### src/rtl/btn_debounce_array.sv
// Multi-channel counter-based button debouncer: per channel a synchroniser, a
// press/release confirm window, a long-press detector and single-cycle event pulses.
module btn_debounce_array #(
    parameter int N_CH        = 4,
    parameter int STABLE_CYC  = 16,
    parameter int LONG_CYC    = 1000,
    parameter int ACTIVE_LOW  = 1,
    parameter int SYNC_STAGES = 2
) (
    input  logic            clk,
    input  logic            rst,
    input  logic [N_CH-1:0] btn,
    output logic [N_CH-1:0] btn_level,
    output logic [N_CH-1:0] press_pulse,
    output logic [N_CH-1:0] release_pulse,
    output logic [N_CH-1:0] long_pulse
);

    localparam int CW = $clog2(LONG_CYC + 1);

    localparam logic [1:0] IDLE        = 2'd0;
    localparam logic [1:0] PRESS_CHK   = 2'd1;
    localparam logic [1:0] PRESSED     = 2'd2;
    localparam logic [1:0] RELEASE_CHK = 2'd3;

    // Raw level of a released button; XOR with it yields 1 = pressed.
    localparam logic          REL_LVL  = (ACTIVE_LOW != 0);
    localparam logic [CW-1:0] STABLE_C = CW'(STABLE_CYC);
    localparam logic [CW-1:0] LONG_C   = CW'(LONG_CYC);

    genvar gi;
    generate
        for (gi = 0; gi < N_CH; gi++) begin : g_ch
            logic [SYNC_STAGES-1:0] sync_reg;
            logic                   p;
            logic [1:0]             state_reg, state_next;
            logic [CW-1:0]          cnt_reg, cnt_next;
            logic [CW-1:0]          hold_reg, hold_next, hold_inc;
            logic                   hold_run;
            logic                   level_reg, level_next;
            logic                   press_reg, press_next;
            logic                   release_reg, release_next;
            logic                   long_reg, long_next;

            assign p        = sync_reg[SYNC_STAGES-1] ^ REL_LVL;
            assign hold_inc = hold_reg + 1'b1;

            always_comb begin
                state_next   = state_reg;
                cnt_next     = cnt_reg;
                hold_next    = hold_reg;
                hold_run     = 1'b0;
                press_next   = 1'b0;
                release_next = 1'b0;
                long_next    = 1'b0;
                case (state_reg)
                    IDLE: begin
                        if (p) begin
                            state_next = PRESS_CHK;
                            cnt_next   = CW'(1);
                        end
                    end
                    PRESS_CHK: begin
                        if (!p) begin
                            state_next = IDLE;
                            cnt_next   = '0;
                        end else if (cnt_reg == STABLE_C) begin
                            state_next = PRESSED;
                            cnt_next   = '0;
                            hold_next  = '0;
                            press_next = 1'b1;
                        end else begin
                            cnt_next = cnt_reg + 1'b1;
                        end
                    end
                    PRESSED: begin
                        hold_run = 1'b1;
                        if (!p) begin
                            state_next = RELEASE_CHK;
                            cnt_next   = CW'(1);
                        end
                    end
                    RELEASE_CHK: begin
                        if (p) begin
                            state_next = PRESSED;
                            cnt_next   = '0;
                            hold_run   = 1'b1;
                        end else if (cnt_reg == STABLE_C) begin
                            state_next   = IDLE;
                            cnt_next     = '0;
                            hold_next    = '0;
                            release_next = 1'b1;
                        end else begin
                            cnt_next = cnt_reg + 1'b1;
                            hold_run = 1'b1;
                        end
                    end
                    default: begin
                        state_next = IDLE;
                        cnt_next   = '0;
                        hold_next  = '0;
                    end
                endcase
                // Hold keeps counting through release bounces and saturates so long fires once.
                if (hold_run && (hold_reg != LONG_C)) begin
                    hold_next = hold_inc;
                    long_next = (hold_inc == LONG_C);
                end
                level_next = (state_next == PRESSED) || (state_next == RELEASE_CHK);
            end

            always_ff @(posedge clk) begin
                if (rst) begin
                    sync_reg    <= {SYNC_STAGES{REL_LVL}};
                    state_reg   <= IDLE;
                    cnt_reg     <= '0;
                    hold_reg    <= '0;
                    level_reg   <= 1'b0;
                    press_reg   <= 1'b0;
                    release_reg <= 1'b0;
                    long_reg    <= 1'b0;
                end else begin
                    sync_reg    <= {sync_reg[SYNC_STAGES-2:0], btn[gi]};
                    state_reg   <= state_next;
                    cnt_reg     <= cnt_next;
                    hold_reg    <= hold_next;
                    level_reg   <= level_next;
                    press_reg   <= press_next;
                    release_reg <= release_next;
                    long_reg    <= long_next;
                end
            end

            assign btn_level[gi]     = level_reg;
            assign press_pulse[gi]   = press_reg;
            assign release_pulse[gi] = release_reg;
            assign long_pulse[gi]    = long_reg;
        end
    endgenerate

endmodule

### config.mk
export PLATFORM = sky130hd
export DESIGN_NAME = btn_debounce_array
export DESIGN_NICKNAME = d
export VERILOG_FILES = /design/src/rtl/btn_debounce_array.sv
export SDC_FILE = /design/constraint.sdc
export NUM_CORES = 1
export LEC_CHECK = 0
export ABC_AREA = 1
export ABC_CLOCK_PERIOD_IN_PS = 1800
export CAP_MARGIN = 25
export CORE_MARGIN = 3
export CORE_UTILIZATION = 60
export CTS_BUF_LIST = sky130_fd_sc_hd__clkbuf_8
export DETAILED_ROUTE_END_ITERATION = 12
export PLACE_DENSITY_LB_ADDON = 0.12
export SETUP_SLACK_MARGIN = 0.15
export SLEW_MARGIN = 20
export SYNTH_ARGS = -nofsm -noshare
export SYNTH_HDL_FRONTEND = slang
export SYNTH_SLANG_ARGS = --single-unit
### constraint.sdc
create_clock -name clk -period 1.8 [get_ports clk]
set_input_delay 0.36 -clock clk [delete_from_list [all_inputs] [get_ports clk]]
set_output_delay 0.36 -clock clk [all_outputs]
set_load 0.05 [all_outputs]
==> results of run 1 <==
area by class of cell:
type | instances | area, µm²
clock buffers | 9 | 124
clock inverters | 7 | 75.1
fillers | 872 | 3050
inverters | 111 | 423
multi-input cells | 612 | 3160
flip-flops and latches | 111 | 2230
well taps | 129 | 161
repair buffers | 32 | 278
repair inverters | 1 | 5.00
cells in the mapped netlist:
cell type / n
or2_1: 3
o21ai_2: 2
inv_2: 3
o211ai_1: 2
nor3_2: 3
nand4_1: 23
clkinv_1: 1
nor4_1: 1
nand2_2: 5
ha_1: 16
nor2_1: 68
and3_1: 1
a211oi_1: 3
nand3_2: 8
o21ai_4: 1
dfxtp_1: 111
nand2_4: 2
clkbuf_1: 10
nor2_4: 4
inv_1: 107
nor2_2: 10
buf_4: 19
a21oi_2: 1
buf_6: 4
nand2_1: 185
nor3_1: 17
xnor2_1: 4
xor2_1: 12
o21ai_0: 21
o21bai_1: 7
buf_2: 6
nand3b_1: 5
or2_2: 8
a21oi_1: 76
nand3_1: 123
timing repair:
item	in CTS	in global routing
pin swaps	0	1
endpoints found under the setup margin	4	45
endpoints found under the hold margin	0	0
gates resized for setup	4	8
gates cloned	0	2
setup buffers	0	0
where the power goes:
| part | leakage, µW | internal, µW | switching, µW |
|---|---|---|---|
| sequential | 0.000898 | 2470 | 16.2 |
| clock | 0.0000968 | 645 | 835 |
| combinational | 0.00149 | 47.0 | 91.7 |
| total | 0.00249 | 3160 | 943 |
layer usage:
metal | vias up | global-route usage
met5 | - | 0
met4 | 0 | 0.0648
met3 | 15 | 0.0431
met2 | 97 | 0.412
met1 | 2543 | 0.288
li1 | 2831 | -
path summary, 6_finish.rpt:
kind | to | depth (start not counted) | slack [ns] | startpoint
worst max register to register | g_ch[1].hold_reg[5] | 8 | 0.28 | g_ch[1].hold_reg[0]
worst min-delay path | g_ch[2].sync_reg[1] | 1 | 0.42 | g_ch[2].sync_reg[0]
worst min register to register | g_ch[2].sync_reg[1] | 1 | 0.42 | g_ch[2].sync_reg[0]
worst max-delay path | long_pulse[1] | 1 | 0.24 | g_ch[1].long_reg
through the flow:
step	instance area (µm²)	power (µW)	hold WS, ns	instances
floorplan	6040	2630	0.389	872
global placement	6220	2680	0.394	994
detailed placement	6220	2680	0.397	994
CTS	6420	4150	0.407	1010
global route	6460	4250	0.434	1012
finish	6460	4100	0.417	1012
cells by family after synthesis:
| group | synth area share |
|---|---|
| buffers and inverters | 0.111 |
| xor gates and xnor gates | 0.0232 |
| DFF | 0.368 |
| adders and majority gates | 0.0332 |
| AOI/OAI and AO/OA | 0.102 |
| and+or+nand+nor | 0.362 |
==> impl_results.md, run 1 <==
* Setup_tns at 0 ns
* Chip width at 106 µm
* Row count at 35
* Pre-antenna DRT Iters at 5
* Synthesized instance count at 872
* RSZ-0062 raised after global routing: yes
* Largest net degree at the start of global routing at 54
* Yosys warnings at 0
* H-Tree Depth at 3
* Max rail drop VDD at 0.532 mV
* Top cell type's share of synthesized area at 0.368
* Most common cell after layout, fill and taps aside: nand2_1
* I/O pins at 22
* Yosys reg bits at 111
* Maximum buffer depth of the clock tree at 2
* Status: finished, final reports clean
* Largest area contributor in the netlist: dfxtp_1
* Starting Density at 0.635
* DRT Wirelength at 12700 µm
* Hold WC Path Type: reg -> reg
* Detailed-route via count at 5486
* Skew-Pair Late Insertion Delay at 0.38 ns
* Fin crit share at 0.869
* FMAX at 640 MHz
* Register clock-pin slew on the reported worst setup and hold paths at 0.10 ns
* Synth area leaders: dfxtp_1 (37%), nand2_1 (12%), nand3_1 (10%)
* DRC at 0
* Cts bufs inserted at 9
* Crit path time final at 1.56 ns
* ANT nets after route at 0
* Pins Over Slew Limit at 0
* Finished Core Util at 0.679
* Full die area at 0.0113 mm²
* Wire length on met1 at 6020 µm
* Most frequent cells in the layout: nand2_1 (184), nand3_1 (121), inv_1 (108), dfxtp_1 (108), a21oi_1 (76)
* Synthesized area at 0.00604 mm²
* Total inserted antenna cells at 0
* CTS sink count at 111
* Least-Margin Pin Slew at 0.496 ns
* Post-DR wirelength/cell at 12.6 µm
* Final Hold Viols at 0
* Final Wtd Congestion at 0.906
* Placeable Area at 0.00950 mm²
* Critical Path, Cell by Cell: dlygate4sd2_1
* Die Y at 106 µm
* Layout cells sized above 1 at 0.109
* Initial antenna violation count at 0
* Clock Skew at 0.0104 ns
* TritonCTS clock tree: built
* Max-cap violation count at 0
* Crit path capture type: output port
* Met2 wire len at 6170 µm
* Sequential-to-total area share from yosys stat at 0.368
* Final worst slack at 0.236 ns
* Setup WS pre-CTS at 0.175 ns
* Vias in the first global route at 5102
* Slowest CP cell: dlygate4sd2_1
* LEAKAGE at 0.00249 µW
* Final Setup Violations at 0
* Startpoint types: flop
* Cell Pwr Density at 636 mW/mm²
* Initial DRC Count at 343
* Vias/cell at 5.42
* Number of nets in the layout at 900
* CP required at 1.44 ns
* Max layer used: met4
* Synth unique cells at 35
* Slew headroom at 0.670
* Highest cell delay on the worst timing path at 0.52 ns
* Port Buffer Count at 21
* Syn avg cell area at 6.92 µm²
* Synthesized net count at 894
* Crit path max fanout at 1
* Area added between synthesis and finish at 6.94%
* Total gr overflow at 0
* Dpl hpwl at 9100 µm
* Root buf cell: clkbuf_8
* Top Family by Delay on Critical Path: buffers and inverters
* Total Routing Usage GR at 0.233
* Wire length of the first global-routing pass at 22000 µm
* DR WL met3 at 389 µm
* WS Path Type: reg -> out
* Crit path DAT at 1.20 ns
* Hold buffer count at CTS at 0
* Buf/Inv on CP at 1
(Power assumes the default switching activity.)
==> run 2: changes to the inputs <==
- CORE_ASPECT_RATIO: unset -> 0.75
- CORE_MARGIN: 3 -> unset
==> impl_results.md, run 2 (synthesis gave the netlist of run 1 again) <==
* Max rail drop VDD at 0.484 mV
* LEAKAGE at 0.00251 µW
* Least-Margin Pin Slew at 0.492 ns
* Number of nets in the layout at 897
* Filler instances at 863
* Setup WS pre-CTS at 0.142 ns
* Crit path time final at 1.57 ns
* FMAX at 636 MHz
* Layout cells sized above 1 at 0.108
* Highest cell delay on the worst timing path at 0.52 ns
* Crit. Startpoint: g_ch[2].release_reg
* Placeable Area at 0.00970 mm²
* Vias in the first global route at 4901
* GRT met2 Usage at 0.433
* Total gr overflow at 0
* Critical path depth at 1
* Die Y at 88.9 µm
* Starting Density at 0.623
* Final Setup Violations at 0
* Critical Path, Cell by Cell: dlygate4sd2_1
* Post-layout power at 4300 µW
* Max-cap violation count at 0
* Skew-Pair Late Insertion Delay at 0.37 ns
* Register clock-pin slew on the reported worst setup and hold paths at 0.11 ns
* Top Family by Delay on Critical Path: buffers and inverters
* DRT Wirelength at 13000 µm
* Setup_tns at 0 ns
* Cts bufs inserted at 9
* Crit path DAT at 1.21 ns
* Port Buffer Count at 21
* H-Tree Depth at 3
* Most common cell after layout, fill and taps aside: nand2_1
* DRC at 0
* ANT nets after route at 0
* Reg2Reg Capture Point: g_ch[3].hold_reg[7]
* Most frequent cells in the layout: nand2_1 (185), nand3_1 (121), inv_1 (107)
* Startpoint types: flop
* CP required at 1.44 ns
* Crit path max fanout at 1
* Hold WC Path Type: in -> reg
* Hold Crit Depth at 3
* I/O pins at 22
* Reg-to-Reg Start: g_ch[3].hold_reg[0]
* Status: finished, final reports clean
* Buf/Inv on CP at 1
* Busiest layer in global routing: met2
* Initial DRC Count at 505
* Pins Over Slew Limit at 0
* Full die area at 0.0105 mm²
* Crit path capture type: output port
* Dpl hpwl at 9180 µm
* WS Path Type: reg -> out
* Total Routing Usage GR at 0.252
* Pre-antenna DRT Iters at 5
* CTS sink count at 111
* Final Wtd Congestion at 0.861
* Clock Skew at 0.00741 ns
* Slowest CP cell: dlygate4sd2_1
* Total inserted antenna cells at 0
* Finished Core Util at 0.675
* R2R Setup Slk at 0.26 ns
* Chip width at 118 µm
* Cell Pwr Density at 657 mW/mm²
* Area added between synthesis and finish at 8.50%
* Slew headroom at 0.673
* TritonCTS clock tree: built
* Final worst slack at 0.227 ns
* Row count at 31
* Initial antenna violation count at 0
* Final Hold Viols at 0
* Fin crit share at 0.874
* Wire length of the first global-routing pass at 21600 µm
* RSZ-0062 raised after global routing: yes
* Worst Setup EP: release_pulse[2]
* Largest net degree at the start of global routing at 45
* Post-DR wirelength/cell at 12.8 µm
* Vias/cell at 5.55
* Met3 usage at 0.0509
* Reg2Reg Depth at 9
* Root buf cell: clkbuf_8
* Detailed-route via count at 5617
* Maximum buffer depth of the clock tree at 2
* GRT met1 Usage at 0.323
==> run 2: cell count changes in the layout (fill, tap and decap cells not counted), moves of 2 or more <==
cell           before  now
nand3_2            10    4
nand3_4             0    6
buf_4              22   18
nor2_2             10    6
nor2_4              4    8
dlygate4sd2_1       2    5
clkinv_4            3    1
dfxtp_1           108  106
dfxtp_2             3    5
==> run 2: final cells by class <==
class	count	area, µm²	share of cell area
inverters	111	425	0.0649
repair buffers	30	264	0.0403
well taps	132	165	0.0252
flip-flops and latches	111	2230	0.340
multi-input cells	612	3240	0.495
clock inverters	7	104	0.0159
clock buffers	9	124	0.0189
==> run 2: worst min-delay path by stage <==
stage                              from             endpoint  slack, ns
floorplan           g_ch[0].sync_reg[0]  g_ch[0].sync_reg[1]       0.39
global placement    g_ch[0].sync_reg[0]  g_ch[0].sync_reg[1]       0.40
detailed placement  g_ch[0].sync_reg[0]  g_ch[0].sync_reg[1]       0.39
CTS                                 rst   g_ch[2].cnt_reg[1]       0.39
global route                        rst   g_ch[2].cnt_reg[1]       0.41
finish                              rst   g_ch[3].cnt_reg[7]       0.41
==> run 2: worst reg2reg max path, delay by kind of cell (launching register included) <==
kind                     cells  cell delay (ns)
buffers and inverters        2             0.25
flip-flops                   1             0.40
AO/OA/AOI/OAI                1             0.16
adder cells (fa/ha/maj)      1             0.19
AND/OR/NAND/NOR              5             0.46
==> run 2: report_power, final <==
part	internal, µW	switching [µW]	total, µW
Combinational	47.0	90.2	137
Sequential	2470	18.5	2490
Clock	801	875	1680
Total	3320	984	4300
==> run 2: timing repair <==
item,in CTS,in global routing
hold buffers,0,0
endpoints found under the hold margin,0,0
gates resized for setup,6,21
pin swaps,0,1
gates cloned,0,1
endpoints found under the setup margin,6,35
buffers inserted,0,0
==> run 2: per-stage QoR <==
stage	hold slack, ns	std cells	cell area (µm²)
5_1_grt	0.406	1012	6550
2_1_floorplan	0.389	872	6040
6_report	0.409	1012	6550
3_5_place_dp	0.395	995	6220
3_3_place_gp	0.397	995	6220
4_1_cts	0.394	1011	6440
==> run 2: per-layer routing <==
| metal | share of wire | wire [µm] | vias to the layer above |
|---|---|---|---|
| met5 | 0 | 0 | - |
| met4 | 0.010 | 133 | 0 |
| met3 | 0.046 | 593 | 17 |
| met2 | 0.46 | 6020 | 153 |
| met1 | 0.48 | 6210 | 2613 |
| li1 | - | - | 2834 |
